<file path="config.mk">
export PLATFORM = sky130hd
export DESIGN_NAME = inv_mix_columns_iter
export DESIGN_NICKNAME = d
export VERILOG_FILES = /design/src/rtl/inv_mix_columns_iter.sv
export SDC_FILE = /design/constraint.sdc
export NUM_CORES = 1
export LEC_CHECK = 0
export ABC_CLOCK_PERIOD_IN_PS = 2400
export CAP_MARGIN = 10
export CORE_MARGIN = 1.5
export CORE_UTILIZATION = 50
export CTS_CLUSTER_SIZE = 24
export DETAILED_ROUTE_END_ITERATION = 6
export DONT_BUFFER_PORTS = 1
export MAX_ROUTING_LAYER = met4
export PLACE_DENSITY = 0.65
export SYNTH_ARGS = -nofsm -noshare
export SYNTH_HDL_FRONTEND = slang
export SYNTH_SLANG_ARGS = --single-unit
</file>
<file path="constraint.sdc">
create_clock -name clk -period 2.4 [get_ports clk]
set_input_delay 0.24 -clock clk [delete_from_list [all_inputs] [get_ports clk]]
set_output_delay 0.24 -clock clk [all_outputs]
set_load 0.02 [all_outputs]
</file>
<file path="src/rtl/inv_mix_columns_iter.sv">
// AES InvMixColumns, iterative over the four state columns.
// Valid/ready on both sides; COLS_PER_CYCLE columns per clock.
module inv_mix_columns_iter #(
  parameter int COLS_PER_CYCLE = 1
) (
  input  logic         clk,
  input  logic         rst,
  input  logic         in_valid,
  output logic         in_ready,
  input  logic [127:0] data_in,
  output logic         out_valid,
  input  logic         out_ready,
  output logic [127:0] data_out,
  output logic         busy
);

  typedef enum logic [1:0] {
    IDLE,
    COMPUTE,
    DONE
  } state_e;

  state_e       state_q, state_d;
  logic [1:0]   col_q, col_d;
  logic [127:0] blk_q, blk_d;
  logic [127:0] res_q, res_d;
  logic [2:0]   col_end;
  logic         accept;

  function automatic logic [7:0] xtime(input logic [7:0] x);
    return {x[6:0], 1'b0} ^ (x[7] ? 8'h1b : 8'h00);
  endfunction

  function automatic logic [31:0] inv_col(input logic [31:0] c);
    logic [7:0] a  [4];
    logic [7:0] m9 [4];
    logic [7:0] mb [4];
    logic [7:0] md [4];
    logic [7:0] me [4];
    logic [7:0] x2, x4, x8;
    for (int i = 0; i < 4; i++) begin
      a[i]  = c[31-8*i -: 8];
      x2    = xtime(a[i]);
      x4    = xtime(x2);
      x8    = xtime(x4);
      m9[i] = x8 ^ a[i];
      mb[i] = x8 ^ x2 ^ a[i];
      md[i] = x8 ^ x4 ^ a[i];
      me[i] = x8 ^ x4 ^ x2;
    end
    return {me[0] ^ mb[1] ^ md[2] ^ m9[3],
            m9[0] ^ me[1] ^ mb[2] ^ md[3],
            md[0] ^ m9[1] ^ me[2] ^ mb[3],
            mb[0] ^ md[1] ^ m9[2] ^ me[3]};
  endfunction

  assign in_ready  = (state_q == IDLE) |
                     ((state_q == DONE) & out_ready);
  assign out_valid = (state_q == DONE);
  assign busy      = (state_q == COMPUTE);
  assign data_out  = res_q;
  assign accept    = in_valid & in_ready;
  assign col_end   = {1'b0, col_q} + 3'(COLS_PER_CYCLE);

  // Next-state: capture on accept, transform a slice of columns per cycle
  always_comb begin
    state_d = state_q;
    col_d   = col_q;
    blk_d   = blk_q;
    res_d   = res_q;
    unique case (state_q)
      IDLE: begin
        if (accept) begin
          blk_d   = data_in;
          col_d   = 2'd0;
          state_d = COMPUTE;
        end
      end
      COMPUTE: begin
        for (int c = 0; c < 4; c++) begin
          if (3'(c) >= {1'b0, col_q} && 3'(c) < col_end)
            res_d[127-32*c -: 32] = inv_col(blk_q[127-32*c -: 32]);
        end
        col_d = col_end[1:0];
        if (col_end == 3'd4)
          state_d = DONE;
      end
      DONE: begin
        if (out_ready) begin
          if (in_valid) begin
            blk_d   = data_in;
            col_d   = 2'd0;
            state_d = COMPUTE;
          end else begin
            state_d = IDLE;
          end
        end
      end
      default: state_d = IDLE;
    endcase
  end

  // State registers with synchronous active-low reset
  always_ff @(posedge clk) begin
    if (!rst) begin
      state_q <= IDLE;
      col_q   <= 2'd0;
      blk_q   <= '0;
      res_q   <= '0;
    end else begin
      state_q <= state_d;
      col_q   <= col_d;
      blk_q   <= blk_d;
      res_q   <= res_d;
    end
  end

endmodule

</file>
==> run_results.csv, run 1 <==
group,metric,value,unit
status,status,"finished clean",
detailed_routing,antenna_left,0,
synth,syn_area_per_cell,9.24,um2
min_path,hold_path.class,"primary input to flop",
timing,rsz0062_at_grt,"yes",
setup_path,crit_start,"blk_q[62]$_SDFFE_PN0P_",
pwr,power,17400,uW
placed_design,port_buffers,0,
placed_design,place.gp.congestion,0.941,
synth,synth-seq-cells,260,
setup_path,crit_type,"flop to flop",
pwr,p_int,11400,uW
detailed_routing,wl,53500,um
die,dieHeight,196,um
placed_design,dpl_cell_area,0.0195,mm2
die,initial_core_util,50.7,%
timing,tightestPinTransition,0.682,ns
setup_path,crit_chain,"xnor2_2, buf_4, xnor2_1, xnor2_1, xnor2_2, nor2_1, o21a_1, dlygate4sd3_1",
pwr,clockPowerShare,24.5,%
die,coreArea,0.0365,mm2
timing,fmax,425,MHz
pwr,combPwrFrac,46.0,%
detailed_routing,via_count,13709,
die,fp-row-count,70,
min_path,min_from,"in_valid",
pwr,p_leak,0.00933,uW
timing,fin_skew,0.0114,ns
grt,gr-total-overflow,0,
setup_path,cp_data_required_time,2.84,ns
layout,final_area,0.0226,mm2
clock_network,path_clk_slew,0.06,ns
clock_network,cts_made_buffers,29,
grt,grt_pass1_vias,13746,
layout,fillers,3051,
clock_network,htree_levels,1,
pwr,ir_worst_vdd,0.572,mV
detailed_routing,wl_per_cell,19.8,um
setup_path,start_kind,"flop",
job,drv_cap,0,
clock_network,cts_sinks,260,
die,die_area,0.0382,mm2
timing,fin_crit,2.35,ns
layout,drive_gt1_share,10.9,%
synth,async_flop_share,0,%
detailed_routing,drt_pass1_iterations,5,
setup_path,slowest_delay,0.59,ns
placed_design,post-place-cells,2440,
detailed_routing,first_iter_violations,700,
pwr,power_switching,6040,uW
clock_network,clk_path_buf_depth,3,
die,io_pins,263,
pwr,p_sw_share,34.7,%
timing,setup_viol,0,
grt,grt_first_pass_wirelength,81000,um
layout,final_nets,2354,
timing,min_period_over_period,98.0,%
timing,setup_tns,0,ns
layout,stdcell_count,2703,
layout,area_growth,22.1,%
clock_network,clk_latency,0.56,ns
synth,synth_cell_types,39,
timing,hold_violations,0,
die,die_width,196,um
pwr,p_seq_share,29.5,%
timing,slew_violations,0,
synth,synth_cells,2005,
layout,antennaDiodeCount,0,
synth,yosys_warnings,0,
clock_network,root_buffer,"clkbuf_16",
setup_path,r2r_start,"blk_q[62]$_SDFFE_PN0P_",
setup_path,slowest_stage,"dfxtp_1",
pwr,power.density,769,mW/mm2
grt,antenna_found_initial,2,
placed_design,dp_hpwl,38400,um
grt,track_usage,28.3,%
synth,ys_seq_area_share,28.1,%
setup_path,endpoint_kind,"flop",
setup_path,cp.arrival,2.79,ns
grt,grt_max_degree,184,
synth,syn_area,0.0185,mm2
layout,final_util,62.0,%
timing,relSlewSlack,54.2,%
clock_network,cts_tree,"done",
synth,synth.net_count,2142,
synth,synth-edff-count,0,
detailed_routing,drc,0,
synth,ys.flop_type,"dfxtp_1",
setup_path,cp_max_fo,6,
detailed_routing,avgViaCountPerCell,5.07,
## cells in the mapped netlist (2+ instances only)
library cell,instances,share of area [%]
dfxtp_1,260,28
nand3_1,23,0.62
clkbuf_1,123,2.5
o21a_1,2,0.081
xnor2_1,473,22
buf_6,2,0.12
xnor3_1,85,10
o21ai_0,46,1.2
nand4_1,8,0.27
nand2_1,398,8.1
xnor2_2,20,1.8
xor2_1,133,6.3
ha_1,5,0.34
o21ai_1,53,1.4
buf_1,3,0.061
a21boi_1,17,0.69
o211ai_1,3,0.12
nor2_1,4,0.081
buf_4,12,0.49
a21oi_1,2,0.054
xor3_1,18,2.3
or3_1,6,0.20
buf_2,43,1.2
xnor3_2,6,0.77
inv_1,3,0.061
xor2_2,6,0.53
nor3_1,2,0.054
a21boi_0,129,5.2
xor3_2,4,0.54
nor2b_1,3,0.10
and2_1,104,3.5
nand3b_1,2,0.081
## power groups by stage
stage                     clock, uW  sequential, uW  combinational [uW]
final                          4260            5140                8010
after global routing           4550            5170                8560
after CTS                      4370            5140                7990
after detailed placement          0            5230                7630
after global placement            0            5220                7590
after floorplan                   0            5000                6090
## per-layer routing
layer  global-route usage (%)  vias to the layer above  share of wire, %
li1                         -                     6741                 -
met1                     36.5                     6498                45
met2                     45.8                      387                46
met3                     4.70                       83               5.8
met4                     8.50                        0               3.2
met5                        -                        -                 0
## worst max-delay path, delay by kind of cell (launching register included)
kind / cells / cell delay [ns]
compound gates: 1 / 0.17
xor+xnor: 4 / 0.69
simple gates: 1 / 0.07
flops: 1 / 0.59
buf+inv: 2 / 0.73
## layout by cell type, fill, tap and decap left out, types with 23 or more instances in the layout
cell,count
dfxtp_1,259
o21ai_0,46
xnor2_1,471
nand2_1,395
dlygate4sd3_1,208
and2_1,103
nand3_1,23
clkbuf_16,29
o21ai_1,53
a21boi_0,129
buf_4,147
xor2_1,133
xnor3_1,84
## worst paths after layout
check	to	slack, ns	depth (start not counted)
worst max-delay path	data_out[63]$_SDFFE_PN0P_	0.05	8
worst min-delay path	blk_q[96]$_SDFFE_PN0P_	0.04	3
worst max register to register	data_out[63]$_SDFFE_PN0P_	0.05	8
worst min register to register	blk_q[113]$_SDFFE_PN0P_	0.52	2
## cell type report
cell class	instances	area [um2]	area share [%]
Clock buffer	44	842	3.72
Clock inverter	5	52.6	0.232
Inverter	4	15.0	0.0664
Multi-Input combinational cell	1559	12600	55.6
Sequential cell	260	5210	23.0
Tap cell	468	586	2.59
Timing Repair Buffer	363	3350	14.8
## kinds of logic (layout without fill, tap and decap cells)
group / count (synthesis) / in the layout / synth area share (%)
AO/OA/AOI/OAI: 252 / 252 / 8.85
flip-flops: 260 / 260 / 28.1
multiplexers: 1 / 1 / 0.0540
AND/OR/NAND/NOR: 553 / 554 / 13.1
adder cells (fa/ha/maj): 5 / 5 / 0.338
buffers and inverters: 187 / 416 / 4.40
XOR/XNOR: 747 / 747 / 45.2
## stage by stage
stage	hold WS, ns	setup slack (ns)
2_1_floorplan	0.385	0.223
3_3_place_gp	0.374	0.0604
3_5_place_dp	0.380	0.0680
4_1_cts	0.0389	0.0336
5_1_grt	0.0467	-0.0406
6_report	0.0412	0.0491
## repair_timing
action | 4_1_cts | 5_1_grt
resized for setup | 0 | 8
setup buffers | 0 | 4
setup endpoints to repair | 0 | 10
endpoints found under the hold margin | 260 | 0
hold buffers | 209 | 0
## sequential cells by signal, summed over array words and instances, names as in the netlist
name	flops
blk_q	128
col_q	2
data_out	128
state_q	2
Note: power is estimated with default switching activity, not from simulation.
==> inputs of run 2 (changes only) <==
--- a/config.mk
+++ b/config.mk
@@ -7,13 +7,14 @@
 export LEC_CHECK = 0
 export ABC_CLOCK_PERIOD_IN_PS = 2400
 export CAP_MARGIN = 10
-export CORE_MARGIN = 1.5
+export CORE_MARGIN = 2
 export CORE_UTILIZATION = 50
 export CTS_CLUSTER_SIZE = 24
 export DETAILED_ROUTE_END_ITERATION = 6
 export DONT_BUFFER_PORTS = 1
 export MAX_ROUTING_LAYER = met4
 export PLACE_DENSITY = 0.65
+export REMOVE_ABC_BUFFERS = 1
 export SYNTH_ARGS = -nofsm -noshare
 export SYNTH_HDL_FRONTEND = slang
 export SYNTH_SLANG_ARGS = --single-unit
==> run 2 against run 1 <==
Net effect: hold slack improved by 0.011 ns; global-route usage fell by 1.7 points; count of clock-buffer cells in the layout rose by 1; non-clock buffer count fell by 15; clock power rose by 13%; cell count fell by 0.18%; routed wire length fell by 6.8%; maximum frequency rose by 1.7%; sequential share of layout area fell by 0.063 points; via count barely moved; sequential power barely moved; critical path type unchanged; critical endpoint is now data_out[34]$_SDFFE_PN0P_; largest power group unchanged.
==> run_results.csv, run 2 (same netlist as run 1, synthesis figures left out) <==
group,metric,value,unit
setup_path,start_kind,"flop",
timing,tightestPinTransition,0.732,ns
clock_network,htree_levels,1,
layout,stdcell_count,2698,
setup_path,path_common_cell,"xnor3_1",
pwr,power.density,778,mW/mm2
layout,register_area,0.00520,mm2
setup_path,crit_chain,"xnor3_1, xnor2_2, xnor3_1, xor2_1, o21ai_1, and2_1",
grt,top_usage_layer,"met2",
clock_network,cts_made_buffers,31,
detailed_routing,antenna_left,0,
timing,min_period_over_period,96.3,%
pwr,power_switching,5920,uW
grt,antenna_found_initial,3,
clock_network,cts_tree,"done",
detailed_routing,drc,0,
setup_path,cp.arrival,2.77,ns
layout,drive_gt1_share,10.2,%
pwr,clockPowerShare,27.2,%
die,coreArea,0.0365,mm2
setup_path,slowest_delay,0.51,ns
grt,grt_pass1_vias,14085,
detailed_routing,avgViaCountPerCell,5.08,
pwr,combPwrFrac,43.8,%
min_path,hold_path.class,"primary input to flop",
setup_path,endpoint_kind,"flop",
placed_design,place.gp.congestion,0.947,
pwr,ir_worst_vdd,0.579,mV
placed_design,post-place-cells,2417,
detailed_routing,wl_per_cell,18.5,um
die,fp-row-count,70,
timing,hold_violations,0,
setup_path,critPathTopFamily,"XOR/XNOR gates",
setup_path,cp_data_required_time,2.86,ns
timing,fin_crit,2.31,ns
timing,fmax,433,MHz
die,io_pins,263,
timing,relSlewSlack,50.8,%
layout,fillers,3075,
timing,slew_violations,0,
setup_path,slowest_stage,"xnor3_1",
layout,mostFrequentLayoutCell,"xnor2_1",
grt,gr-total-overflow,0,
detailed_routing,first_iter_violations,730,
timing,setup_viol,0,
pwr,p_int,11700,uW
clock_network,clk_latency,0.57,ns
grt,grt_first_pass_wirelength,78900,um
clock_network,root_buffer,"clkbuf_16",
grt,grt_use_met2,43.2,%
pwr,p_leak,0.00931,uW
grt,grtUsageMet1,34.6,%
pwr,p_sw_share,33.5,%
layout,final_util,62.1,%
timing,whs,0.0518,ns
clock_network,cts_sinks,260,
pwr,p_seq_share,28.9,%
clock_network,clk_path_buf_depth,3,
detailed_routing,via_count,13713,
status,status,"finished clean",
die,die_width,197,um
setup_path,path_buf_inv,0,
grt,grt_max_degree,182,
layout,area_growth,22.4,%
timing,fin_skew,0.0141,ns
die,dieHeight,197,um
placed_design,dp_hpwl,35500,um
pwr,power,17600,uW
grt,track_usage,26.6,%
clock_network,path_clk_slew,0.06,ns
job,drv_cap,0,
setup_path,crit_type,"flop to flop",
grt,grtUsageMet3,4.00,%
placed_design,port_buffers,0,
timing,rsz0062_at_grt,"no",
layout,final_nets,2340,
layout,layout_common_cells,"xnor2_1, nand2_1, dfxtp_1",
detailed_routing,wl,49800,um
die,initial_core_util,50.7,%
setup_path,cp_max_fo,4,
detailed_routing,drt_pass1_iterations,5,
layout,multi_input_area,0.0125,mm2
die,die_area,0.0386,mm2
## run 2: cell count changes in the layout (fill, tap and decap cells not counted), moves of 2 or more
cell and delta:
buf_4 -27, dlygate4sd3_1 +11, diode_2 +4, clkbuf_1 -3, clkinv_2 +3, nand2_2 +3, bufinv_16 +2, clkbuf_16 +2
clkbuf_8 +2, nand2_1 -2
## run 2: metal layers
metal	part of all wire [%]	wire [um]
met1	45	22300
met2	47	23600
met3	5.1	2520
met4	2.7	1330
met5	0	0
## run 2: worst min-delay path, cell delays in order
cell	delay, ns
nand2_4	0.14
nand2_1	0.11
a21boi_0	0.07
## run 2: final timing paths
check | start | endpoint | slack, ns | cells after the start
max | blk_q[54]$_SDFFE_PN0P_ | data_out[34]$_SDFFE_PN0P_ | 0.09 | 6
max reg2reg | blk_q[54]$_SDFFE_PN0P_ | data_out[34]$_SDFFE_PN0P_ | 0.09 | 6
min | in_valid | blk_q[77]$_SDFFE_PN0P_ | 0.05 | 3
min reg2reg | blk_q[69]$_SDFFE_PN0P_ | blk_q[69]$_SDFFE_PN0P_ | 0.53 | 2
## run 2: area by class of cell
type / count / share of cell area, %
multi-input combinational: 1558 / 55.3
sequential: 260 / 22.9
timing repair buffer: 348 / 14.5
clock buffer: 45 / 4.00
tap: 468 / 2.58
clock inverter: 11 / 0.596
inverter: 4 / 0.0662
antenna: 4 / 0.0441
## run 2: repair_timing
item                                    CTS  global route
hold endpoints to repair                260             0
endpoints found under the setup margin    0             1
buffers inserted                          0             1
hold buffers                            220             0
resized for setup                         0             2
## run 2: per-stage QoR
step / setup TNS (ns) / setup WS, ns / instance area, um2
after CTS: 0 / 0.0594 / 22700
after global routing: 0 / 0.00915 / 22700
after detailed placement: 0 / 0.165 / 19400
after floorplan: -121.46 / -0.930 / 17700
after global placement: 0 / 0.170 / 19400
final: 0 / 0.0893 / 22700
## run 2: power groups by stage
| stage | combinational [uW] | sequential (uW) | clock (uW) |
|---|---|---|---|
| final | 7740 | 5110 | 4800 |
| after floorplan | 5760 | 5200 | 0 |
| after detailed placement | 7340 | 5210 | 0 |
| after global placement | 7300 | 5190 | 0 |
| after CTS | 7730 | 5110 | 4910 |
| after global routing | 8330 | 5150 | 5090 |
==> inputs of run 3 (changes only) <==
--- a/config.mk
+++ b/config.mk
@@ -12,6 +12,7 @@
 export CTS_CLUSTER_SIZE = 24
 export DETAILED_ROUTE_END_ITERATION = 6
 export DONT_BUFFER_PORTS = 1
+export GPL_TIMING_DRIVEN = 0
 export MAX_ROUTING_LAYER = met4
 export PLACE_DENSITY = 0.65
 export REMOVE_ABC_BUFFERS = 1
==> run 3 against run 2 <==
Net effect: the flow now finishes with violations (hold timing); register-to-register slack worse by 0.02 ns; hold slack worse by 0.20 ns; sequential power up 3%; cell count down 6.0%; combinational power down 7.1%; core utilization down 3.0 points; first-iteration DRC count down 28%; count of clock-buffer cells in the layout down 6; highest routed layer unchanged.
==> run_results.csv, run 3 (same netlist as run 1, synthesis figures left out) <==
group,metric,value,unit
clock_network,htree_levels,1,
layout,mostFrequentLayoutCell,"xnor2_1",
layout,layout_common_cells,"xnor2_1, nand2_1, dfxtp_1",
grt,grt_max_degree,275,
setup_path,cp_data_required_time,2.90,ns
die,io_pins,263,
placed_design,dp_hpwl,31800,um
status,violations,"hold timing",
grt,grt_pass1_vias,13127,
placed_design,port_buffers,0,
timing,slew_violations,0,
detailed_routing,antenna_left,0,
timing,tightestPinTransition,0.925,ns
setup_path,cp_max_fo,5,
timing,hold_violations,46,
pwr,p_leak,0.00850,uW
setup_path,cp.arrival,2.83,ns
die,die_width,197,um
grt,gr-total-overflow,0,
detailed_routing,wl_per_cell,18.0,um
setup_path,endpoint_kind,"flop",
layout,antennaDiodeCount,0,
timing,whs,-0.153,ns
detailed_routing,wl,45600,um
clock_network,clk_latency,0.56,ns
clock_network,cts_made_buffers,28,
grt,track_usage,24.0,%
timing,fin_crit,2.33,ns
pwr,power.density,781,mW/mm2
layout,final_util,59.1,%
layout,final_nets,2187,
die,dieHeight,197,um
clock_network,path_clk_slew,0.06,ns
detailed_routing,via_count,12966,
placed_design,preCtsSetupSlack,-0.252,ns
placed_design,post-place-cells,2295,
layout,multi_input_area,0.0127,mm2
layout,drive_gt1_share,8.07,%
die,die_area,0.0386,mm2
setup_path,start_kind,"flop",
grt,grt_first_pass_wirelength,72100,um
job,drv_cap,0,
layout,area_growth,16.5,%
detailed_routing,first_iter_violations,528,
timing,fin_skew,0.00891,ns
timing,relSlewSlack,38.1,%
die,fp-row-count,70,
min_path,hold_path.class,"primary input to flop",
clock_network,clk_path_buf_depth,3,
timing,min_period_over_period,97.1,%
pwr,ir_worst_vdd,0.603,mV
die,coreArea,0.0365,mm2
timing,setup_viol,0,
timing,rsz0062_at_grt,"no",
status,status,"finished with violations",
timing,setup_tns,0,ns
clock_network,cts_sinks,260,
layout,stdcell_count,2537,
grt,antenna_found_initial,0,
layout,fillers,3090,
setup_path,crit_type,"flop to flop",
placed_design,place.gp.congestion,0.888,
timing,fmax,429,MHz
detailed_routing,avgViaCountPerCell,5.11,
die,initial_core_util,50.7,%
detailed_routing,drc,0,
layout,register_area,0.00528,mm2
detailed_routing,drt_pass1_iterations,5,
clock_network,root_buffer,"clkbuf_16",
clock_network,cts_tree,"done",
timing,setup_ws,0.0693,ns
run 3: changes by cell type in the layout (fill, tap and decap cells not counted), moves of 7 or more:
cell / change
xor2_1: -10
dlygate4sd3_1: -32
dfxtp_1: -43
xor2_2: +9
buf_4: -115
dfxtp_4: +7
dfxtp_2: +36
run 3: power by group:
| group | internal, uW | switching [uW] | total (uW) |
|---|---|---|---|
| clock network | 2610 | 1780 | 4390 |
| logic | 3980 | 3200 | 7190 |
| registers | 4610 | 673 | 5280 |
| total | 11200 | 5650 | 16900 |
run 3: per-stage QoR:
stage	area (um2)	power, uW
floorplan	17700	11000
finish	21600	16900
global placement	18300	12200
detailed placement	18500	12200
global route	21600	17800
CTS	21300	16900
run 3: final timing paths:
kind,cells past startpoint,end,start,slack (ns)
hold / removal,1,data_out[38]$_SDFFE_PN0P_,rst,-0.15
setup reg to reg,6,data_out[100]$_SDFFE_PN0P_,blk_q[121]$_SDFFE_PN0P_,0.07
hold reg to reg,2,blk_q[80]$_SDFFE_PN0P_,blk_q[80]$_SDFFE_PN0P_,0.54
setup / recovery,6,data_out[100]$_SDFFE_PN0P_,blk_q[121]$_SDFFE_PN0P_,0.07
run 3: timing repair:
item | CTS | global route
pin swaps | 0 | 4
endpoints found under the hold margin | 260 | 201
resized for setup | 35 | 50
cloned | 0 | 1
hold buffers | 185 | 2
endpoints found under the setup margin | 51 | 107
setup buffers | 0 | 5
run 3: worst max-delay path, stage by stage (launching register included):
cell,delay (ns)
dfxtp_1,0.39
xnor2_1,0.53
xor2_2,0.24
xnor3_2,0.50
xnor3_1,0.35
o21ai_1,0.11
and2_1,0.14
run 3: final cells by class:
type	count	share of cell area, %
Multi-Input combinational cell	1559	59.0
Clock inverter	10	0.481
Sequential cell	260	24.4
Inverter	4	0.0927
Timing Repair Buffer	197	9.41
Tap cell	468	2.71
Clock buffer	39	3.86
run 3: layer usage:
metal,share of wire [%],track usage (%),up-vias
met3,5.3,4.55,73
met1,45,30.7,6191
met4,2.5,6.40,0
met5,0,-,-
met2,48,39.1,296
li1,-,-,6406
